$ cat src/rtl/iomem_slot_ctrl.sv
`default_nettype none
// ============================================================================
// Module   : iomem_slot_ctrl
// Purpose  : Shares the picosoc iomem bus between page-mapped valid/ready
//            slave slots. A per-access timeout and a bus-error interrupt
//            keep a dead or unmapped slot from stalling the CPU.
// Revision : 1.0 - initial release
// ============================================================================
module iomem_slot_ctrl #(
  parameter int          NSLOTS    = 8,
  parameter logic [7:0]  BASE_PAGE = 8'h03,
  parameter int          TIMEOUT   = 255,
  parameter logic [31:0] ERR_DATA  = 32'hDEADBEEF
) (
  input  logic                 clk,
  input  logic                 resetn,
  input  logic                 m_valid,
  output logic                 m_ready,
  input  logic [3:0]           m_wstrb,
  input  logic [31:0]          m_addr,
  input  logic [31:0]          m_wdata,
  output logic [31:0]          m_rdata,
  output logic [NSLOTS-1:0]    s_valid,
  input  logic [NSLOTS-1:0]    s_ready,
  input  logic [NSLOTS*32-1:0] s_rdata,
  output logic [31:0]          s_addr,
  output logic [3:0]           s_wstrb,
  output logic [31:0]          s_wdata,
  output logic                 err_irq,
  output logic [31:0]          err_addr
);

  localparam int IDXW = (NSLOTS > 1) ? $clog2(NSLOTS) : 1;

  typedef enum logic [1:0] {
    ST_IDLE = 2'd0,
    ST_REQ  = 2'd1,
    ST_ERR  = 2'd2,
    ST_DONE = 2'd3
  } state_t;

  state_t            r_state;
  state_t            w_next;
  logic [IDXW-1:0]   r_idx;
  logic [15:0]       r_cnt;
  logic [7:0]        w_page_idx;
  logic              w_mapped;
  logic              w_sel_ready;
  logic [31:0]       w_sel_rdata;
  logic              w_expired;

  // Pages below BASE_PAGE wrap to large indices and therefore fall out of range.
  assign w_page_idx = m_addr[31:24] - BASE_PAGE;
  assign w_mapped   = (w_page_idx < 8'(NSLOTS));
  assign w_expired  = (r_cnt == 16'(TIMEOUT - 1));

  // Only the selected slot's ready and data are looked at.
  always_comb begin
    w_sel_ready = 1'b0;
    w_sel_rdata = 32'd0;
    for (int i = 0; i < NSLOTS; i++) begin
      if (r_idx == IDXW'(i)) begin
        w_sel_ready = s_ready[i];
        w_sel_rdata = s_rdata[i*32 +: 32];
      end
    end
  end

  // Decoded from state so that an asynchronous reset drops it at once.
  always_comb begin
    s_valid = '0;
    for (int i = 0; i < NSLOTS; i++) begin
      s_valid[i] = (r_state == ST_REQ) && (r_idx == IDXW'(i));
    end
  end

  always_ff @(posedge clk or negedge resetn) begin
    if (!resetn) begin
      r_state <= ST_IDLE;
    end else begin
      r_state <= w_next;
    end
  end

  always_comb begin
    w_next  = r_state;
    m_ready = 1'b0;
    err_irq = 1'b0;
    case (r_state)
      ST_IDLE: begin
        if (m_valid) begin
          w_next = w_mapped ? ST_REQ : ST_ERR;
        end
      end
      ST_REQ: begin
        if (w_sel_ready) begin
          w_next = ST_DONE;
        end else if (w_expired) begin
          w_next = ST_ERR;
        end
      end
      ST_ERR: begin
        err_irq = 1'b1;
        w_next  = ST_DONE;
      end
      ST_DONE: begin
        m_ready = 1'b1;
        w_next  = ST_IDLE;
      end
      default: begin
        w_next = ST_IDLE;
      end
    endcase
  end

  always_ff @(posedge clk or negedge resetn) begin
    if (!resetn) begin
      r_idx    <= '0;
      r_cnt    <= 16'd0;
      m_rdata  <= 32'd0;
      s_addr   <= 32'd0;
      s_wstrb  <= 4'd0;
      s_wdata  <= 32'd0;
      err_addr <= 32'd0;
    end else begin
      case (r_state)
        ST_IDLE: begin
          // Latched for unmapped pages too, so ERR can report the address.
          if (m_valid) begin
            s_addr  <= m_addr;
            s_wstrb <= m_wstrb;
            s_wdata <= m_wdata;
            r_idx   <= w_page_idx[IDXW-1:0];
            r_cnt   <= 16'd0;
          end
        end
        ST_REQ: begin
          if (r_cnt != 16'hFFFF) begin
            r_cnt <= r_cnt + 16'd1;
          end
          if (w_sel_ready) begin
            m_rdata <= w_sel_rdata;
          end
        end
        ST_ERR: begin
          m_rdata  <= ERR_DATA;
          err_addr <= s_addr;
        end
        default: begin
        end
      endcase
    end
  end

endmodule
`default_nettype wire
$ cat config.mk
export PLATFORM = sky130hd
export DESIGN_NAME = iomem_slot_ctrl
export DESIGN_NICKNAME = d
export VERILOG_FILES = /design/src/rtl/iomem_slot_ctrl.sv
export SDC_FILE = /design/constraint.sdc
export NUM_CORES = 1
export LEC_CHECK = 0
export BUFFER_PORTS_ARGS = -buffer_cell sky130_fd_sc_hd__buf_2
export CAP_MARGIN = 20
export CELL_PAD_IN_SITES_DETAIL_PLACEMENT = 1
export CELL_PAD_IN_SITES_GLOBAL_PLACEMENT = 2
export CORE_MARGIN = 2
export CORE_UTILIZATION = 23
export CTS_BUF_LIST = sky130_fd_sc_hd__clkbuf_8
export CTS_CLUSTER_DIAMETER = 120
export DETAILED_ROUTE_END_ITERATION = 16
export PLACE_DENSITY_LB_ADDON = 0.1
export SYNTH_ARGS = -nofsm -noshare
export SYNTH_HDL_FRONTEND = slang
export SYNTH_SLANG_ARGS = --single-unit
$ cat constraint.sdc
create_clock -name clk -period 1.99 [get_ports clk]
set_input_delay 0.0995 -clock clk [delete_from_list [all_inputs] [get_ports clk]]
set_output_delay 0.0995 -clock clk [all_outputs]
set_load 0.02 [all_outputs]
# Yosys cells after proc, flatten, opt, wreduce, memory -nomap -nowiden

Cells that the tools add are included.

Add/subtract/negate cells: 2
Magnitude comparators: 1
Equal/unequal tests: 16
Mux-type cells: 28
Reductions and logical operators: 16

Operators with widths:

| cell                                                        | count |
|---|---|
| 2-to-1 mux 32 bit                                           | 9 |
| case mux 32 bit (2 select lines)                            | 1 |
| 2-to-1 mux 16 bit                                           | 2 |
| case mux 16 bit (2 select lines)                            | 1 |
| adder 16 x 1 -> 16 bit (second input constant)              | 1 |
| equality test 16 x 8 -> 1 bit (second input constant)       | 1 |
| != test 16 bit (second input constant)                      | 1 |
| equality test 3 bit (second input constant)                 | 4 |
| 2-to-1 mux 1 bit                                            | 10 |
| logical AND 1 bit                                           | 8 |
| less-than comparator 8 x 4 -> 1 bit (second input constant) | 1 |
| 2-to-1 mux 2 bit                                            | 4 |
| case mux 2 bit (4 select lines)                             | 1 |
| subtractor 8 x 2 -> 8 bit (second input constant)           | 1 |
| equality test 3 x 2 -> 1 bit (second input constant)        | 2 |
| AND reduction 2 bit                                         | 3 |
| equality test 2 bit (second input constant)                 | 2 |
| != test 2 bit (second input constant)                       | 2 |
| nonzero test 2 bit                                          | 2 |
| equality test 3 x 1 -> 1 bit (second input constant)        | 1 |
| logical NOT 3 bit                                           | 1 |
| != test 3 bit (second input constant)                       | 1 |
| AND reduction 3 bit                                         | 1 |
| equality test 2 x 1 -> 1 bit (second input constant)        | 1 |
| other kinds (2)                                             | 2 |

Register bits: 153
Bits of input ports: 335
Output and inout port bits: 142

# Depth between registers and ports, before layout

Depth after elaboration: 11
Mapped depth: 10
Gate-level depth less buffers: 7

# Worst setup path before layout

Ideal clock, no wire load.

Path kind: flip-flop to flip-flop
From: reg r_idx[1]
To: reg m_rdata[22]
Arrival time: 1838 ps
Data required time: 1865 ps
Path slack: 27 ps
Stages on the path, launching flop included: 7
Buffers on the path: 2
Clock period less this slack: 1963 ps
Cell sequence: dfrtp_1 > buf_6 > mux2_4 > a222oi_1 > a31oi_2 > buf_6 > mux2_4

Cells in the longest elaborated chain, start to end: 11
Elaborated cells on any way between the ends: 28
Classes of those cells: eq/ne (8); mux (18); reduce/logical (2)

RTL lines:

| element                                                                        | line | RTL |
|---|---|---|
| start: declaration                                                             | 44   | `logic [IDXW-1:0] r_idx;` |
| start signal: assignment                                                       | 133  | `r_idx <= w_page_idx[IDXW-1:0];` |
| logical NOT 3 bit                                                              | 62   | `if (r_idx == IDXW'(i)) begin` |
| 2-to-1 mux 32 bit / 2-to-1 mux 1 bit (equally long branches) (8 in a row)      | 62   |  |
| 2-to-1 mux 32 bit / != test 2 bit (equally long branches)                      | --   |  |
| case mux 32 bit (2 select lines) / AND reduction 2 bit (equally long branches) | --   |  |
| end signal: assignment                                                         | 142  | `m_rdata <= w_sel_rdata;` |
| end: declaration                                                               | 22   | `output logic [31:0] m_rdata,` |

Several ways; a longest one is shown, not always the timed one. The select of a mux whose other input is x is not followed.
A chain may end at the register's enable or synchronous reset.

# Worst setup path after layout

From: reg r_state[1]
To: reg r_state[0]

Cells in the longest elaborated chain, start to end: 3
Elaborated cells on any way between the ends: 8
Classes of those cells: eq/ne (5); mux (1); reduce/logical (2)

RTL lines:

| element                                                                  | line | RTL |
|---|---|---|
| start: declaration                                                       | 42   | `state_t r_state;` |
| start signal: assignment                                                 | 81   | `r_state <= w_next;` |
| equality test 2 x 1 -> 1 bit / logical NOT 2 bit (equally long branches) | 89   | `case (r_state)` |
| != test 3 bit (no line) / != test 2 bit (equally long branches)          | --   |  |
| AND reduction 2 bit (no line)                                            | --   |  |

Several ways; a longest one is shown, not always the timed one.

==> results.py <==
metrics = {
    "run_status": {
        "outcome": "finished, violations left",
        "violations": "negative setup slack",
    },
    "timing": {
        "hold_viol": 0,
        "max_slew_margin_pct": 70.6,
        "clock.fmax_mhz": 483,
        "fin_ws_ns": -0.0811,
        "min_period_ns": 2.07,
        "rsz0062_at_grt": "yes",
        "finClkSkew_ns": 0.0153,
        "worstMarginPinSlew_ns": 0.441,
        "finalSetupViolations": 23,
        "finalCritPeriodShare_pct": 104,
        "slew_violations": 0,
        "tns_ns": -1.14,
    },
    "floorplan": {
        "core_um2": 36400,
        "fp.dieH_um": 196,
        "die_w_um": 196,
        "rows": 70,
        "io_pins": 477,
        "start_util_pct": 23.2,
        "die_area_um2": 38300,
    },
    "cells_and_area": {
        "finish.utilization_pct": 37.6,
        "register_area_um2": 3840,
        "layout-drive-gt1-share_pct": 53.3,
        "nNetsFinal": 1776,
        "num-fill-cells": 4259,
        "multi_input_area_um2": 4400,
        "area_growth_pct": 61.8,
    },
    "setup_path": {
        "cp.depth": 8,
        "cp_cell_sequence": "inv_2, buf_4, ha_1, or4b_2, a21oi_1, buf_4, o221ai_1, a32oi_1",
        "cp.required_ns": 2.38,
        "cp-endpoint": "r_state[0]",
        "slowest_stage": "or4b_2",
        "path_max_fanout": 3,
        "reg2reg_depth": 8,
        "reg2reg_to": "r_state[0]",
        "crit_top_cell": "buf_4",
        "start_kind": "flop",
        "critPathBufInv": 3,
        "cp.arrival_ns": 2.46,
        "rr_startpoint": "r_state[1]",
        "cp_slowest_stage_delay_ns": 0.60,
        "critPathKind": "flop to flop",
        "crit_start": "r_state[1]",
        "endpoint_kind": "flop",
        "cp_top_family": "simple AND/OR/NAND/NOR gates",
        "r2r_slack_ns": -0.08,
    },
    "clocking": {
        "cts-buffers-inserted": 17,
        "h-tree-depth": 4,
        "clock_latency_ns": 0.49,
        "path_clk_slew_ns": 0.09,
        "cts_sinks": 153,
        "cts_tree": "built",
        "ctsRootBufferMaster": "clkbuf_8",
        "clockBufferDepth": 2,
    },
    "place": {
        "io_buffers": 476,
        "gp_congestion": 0.819,
        "place_hpwl_um": 31400,
    },
    "synth": {
        "synth_area_leader_cell": "dfrtp_1",
        "yosys_register_bits": 153,
        "ys.flop_type": "dfrtp_1",
        "synthArstFlopShare_pct": 100,
        "synthTopCellsByCount": "153 x dfrtp_1, 131 x mux2_2, 63 x nor2_1, 58 x o21ai_0, 52 x a21oi_1",
        "syn_inst": 812,
        "synth_area_leaders": "dfrtp_1 45%, mux2_2 17%, o21ai_0 3.4%",
        "synth_edf_count": 0,
        "syn_nets": 1155,
        "synth_top_area_share_pct": 45.3,
        "yosysWarnings": 0,
        "ys_seq_area_share_pct": 45.3,
        "synth.most_common_cell": "dfrtp_1",
        "synth.avg_cell_area_um2": 10.4,
        "synth_area_um2": 8460,
        "ys_types": 59,
    },
    "drt": {
        "drcViolationCount": 0,
        "dr.pass1.iters": 4,
        "viasPerCell": 4.71,
        "ant_nets": 0,
        "routed_wl_um": 40600,
        "drt-initial-drc-count": 222,
        "routed-via-count": 9077,
        "post_drt_wl_per_cell_um": 21.1,
    },
    "power": {
        "ir_drop_uv": 835,
        "cellLeakagePower_nw": 6.29,
        "p_per_area_nw_per_um2": 1480,
    },
    "global_route": {
        "first_global_vias": 9919,
        "grt_pass1_wl_um": 60100,
        "grt_overflow": 0,
        "grt_max_degree": 65,
        "antenna_found_initial": 17,
        "track_usage_pct": 20.7,
    },
    "hold_path": {
        "hold_class": "primary input to flop",
    },
    "run": {
        "cap_viol_max_count": 0,
    },
}
-- cells by family (layout without fill, tap and decap cells) --
group	count (synthesis)	count (layout)	synth area share [%]
muxes	144	144	19.1
adders and majority gates	8	8	1.18
AOI/OAI and AO/OA	254	254	19.9
and+or+nand+nor	171	171	9.41
DFF	153	153	45.3
other	0	12	0
buffers and inverters	79	713	4.78
xor gates and xnor gates	3	3	0.311
-- where the power goes --
group / switching [mW] / internal [mW]
combinational: 6.99 / 5.64
clock: 1.39 / 0.924
sequential: 0.873 / 4.48
-- layout by cell type (no fill, tap or decap), types with 5 or more instances in the layout --
cell           netlist  final
o221ai_1            16     16
buf_4                1     64
nor3_1               9      6
mux2i_1             11     11
dfrtp_1            153    150
clkbuf_8             1     18
a221oi_1             7      6
inv_1               11      8
o21ai_0             58     55
ha_1                 8      5
o31ai_1              6      6
nand2b_1             7      7
o22ai_1              7      7
nand2_1             49     45
a21oi_1             52     51
dlygate4sd3_1        0    106
nor2_2               0      7
buf_2               10    468
a22oi_1             31     31
a2bb2oi_1            9      9
or3_1                6      6
buf_6                7     13
a31oi_1             24     20
buf_12               0     14
diode_2              0     12
a211oi_1            11     11
nor2_1              63     54
a221o_1             14     14
mux2_2             131    131
-- stage by stage --
step	cell area [um2]	setup WS (ns)	std cells	power [mW]	hold slack, ns
after floorplan	8460	0.0267	812	12.4	-0.196
after CTS	13500	-0.0753	1911	20.3	0.00387
after global routing	13700	-0.169	1923	21.8	0.0378
after detailed placement	11800	-0.144	1765	17.2	0.00937
after global placement	11800	-0.0710	1765	17.0	0.0177
final	13700	-0.0811	1926	20.3	0.0245
-- registers in the layout, indices dropped and copies added (netlist names) --
name and cells:
s_addr 32, s_wdata 32, r_cnt 16, m_rdata 32, r_state 2, s_wstrb 4, err_addr 32, r_idx 3
-- how the worst min path moves through the flow --
stage | startpoint | depth (start not counted) | slack, ns | to
final | s_rdata[217] | 3 | 0.02 | m_rdata[25]
after global placement | resetn | 1 | 0.02 | m_rdata[15]
after global routing | s_rdata[217] | 3 | 0.04 | m_rdata[25]
after floorplan | resetn | 0 | -0.20 | err_addr[0]
after CTS | s_rdata[216] | 4 | 0.004 | m_rdata[24]
after detailed placement | resetn | 1 | 0.009 | m_rdata[25]
-- worst min-delay path: cells and delay by family --
family / cells / cell delay [ns]
AOI/OAI and AO/OA: 2 / 0.28
buffers and inverters: 1 / 0.07
-- what timing repair did --
action	4_1_cts	5_1_grt
endpoints found under the setup margin	43	53
buffers inserted	8	2
resized for setup	41	31
pin swaps	4	9
hold buffers	106	0
cloned	1	2
hold endpoints to repair	250	0
-- final cells by class --
| cell class | instances | area share [%] |
|---|---|---|
| Antenna cell | 12 | 0.219 |
| Clock buffer | 18 | 1.81 |
| Clock inverter | 14 | 0.860 |
| Inverter | 11 | 0.338 |
| Multi-Input combinational cell | 580 | 32.1 |
| Sequential cell | 153 | 28.0 |
| Tap cell | 468 | 4.28 |
| Timing Repair Buffer | 670 | 32.3 |
-- metal layers --
layer | routed length (um) | share of wire (%) | vias up | global-route usage (%)
li1 | - | - | 4303 | -
met1 | 16800 | 41 | 4379 | 24.1
met2 | 19800 | 49 | 331 | 35.6
met3 | 2950 | 7.3 | 54 | 6.81
met4 | 952 | 2.3 | 10 | 7.58
met5 | 75 | 0.18 | - | 0
Note: power is estimated with default switching activity, not from simulation.
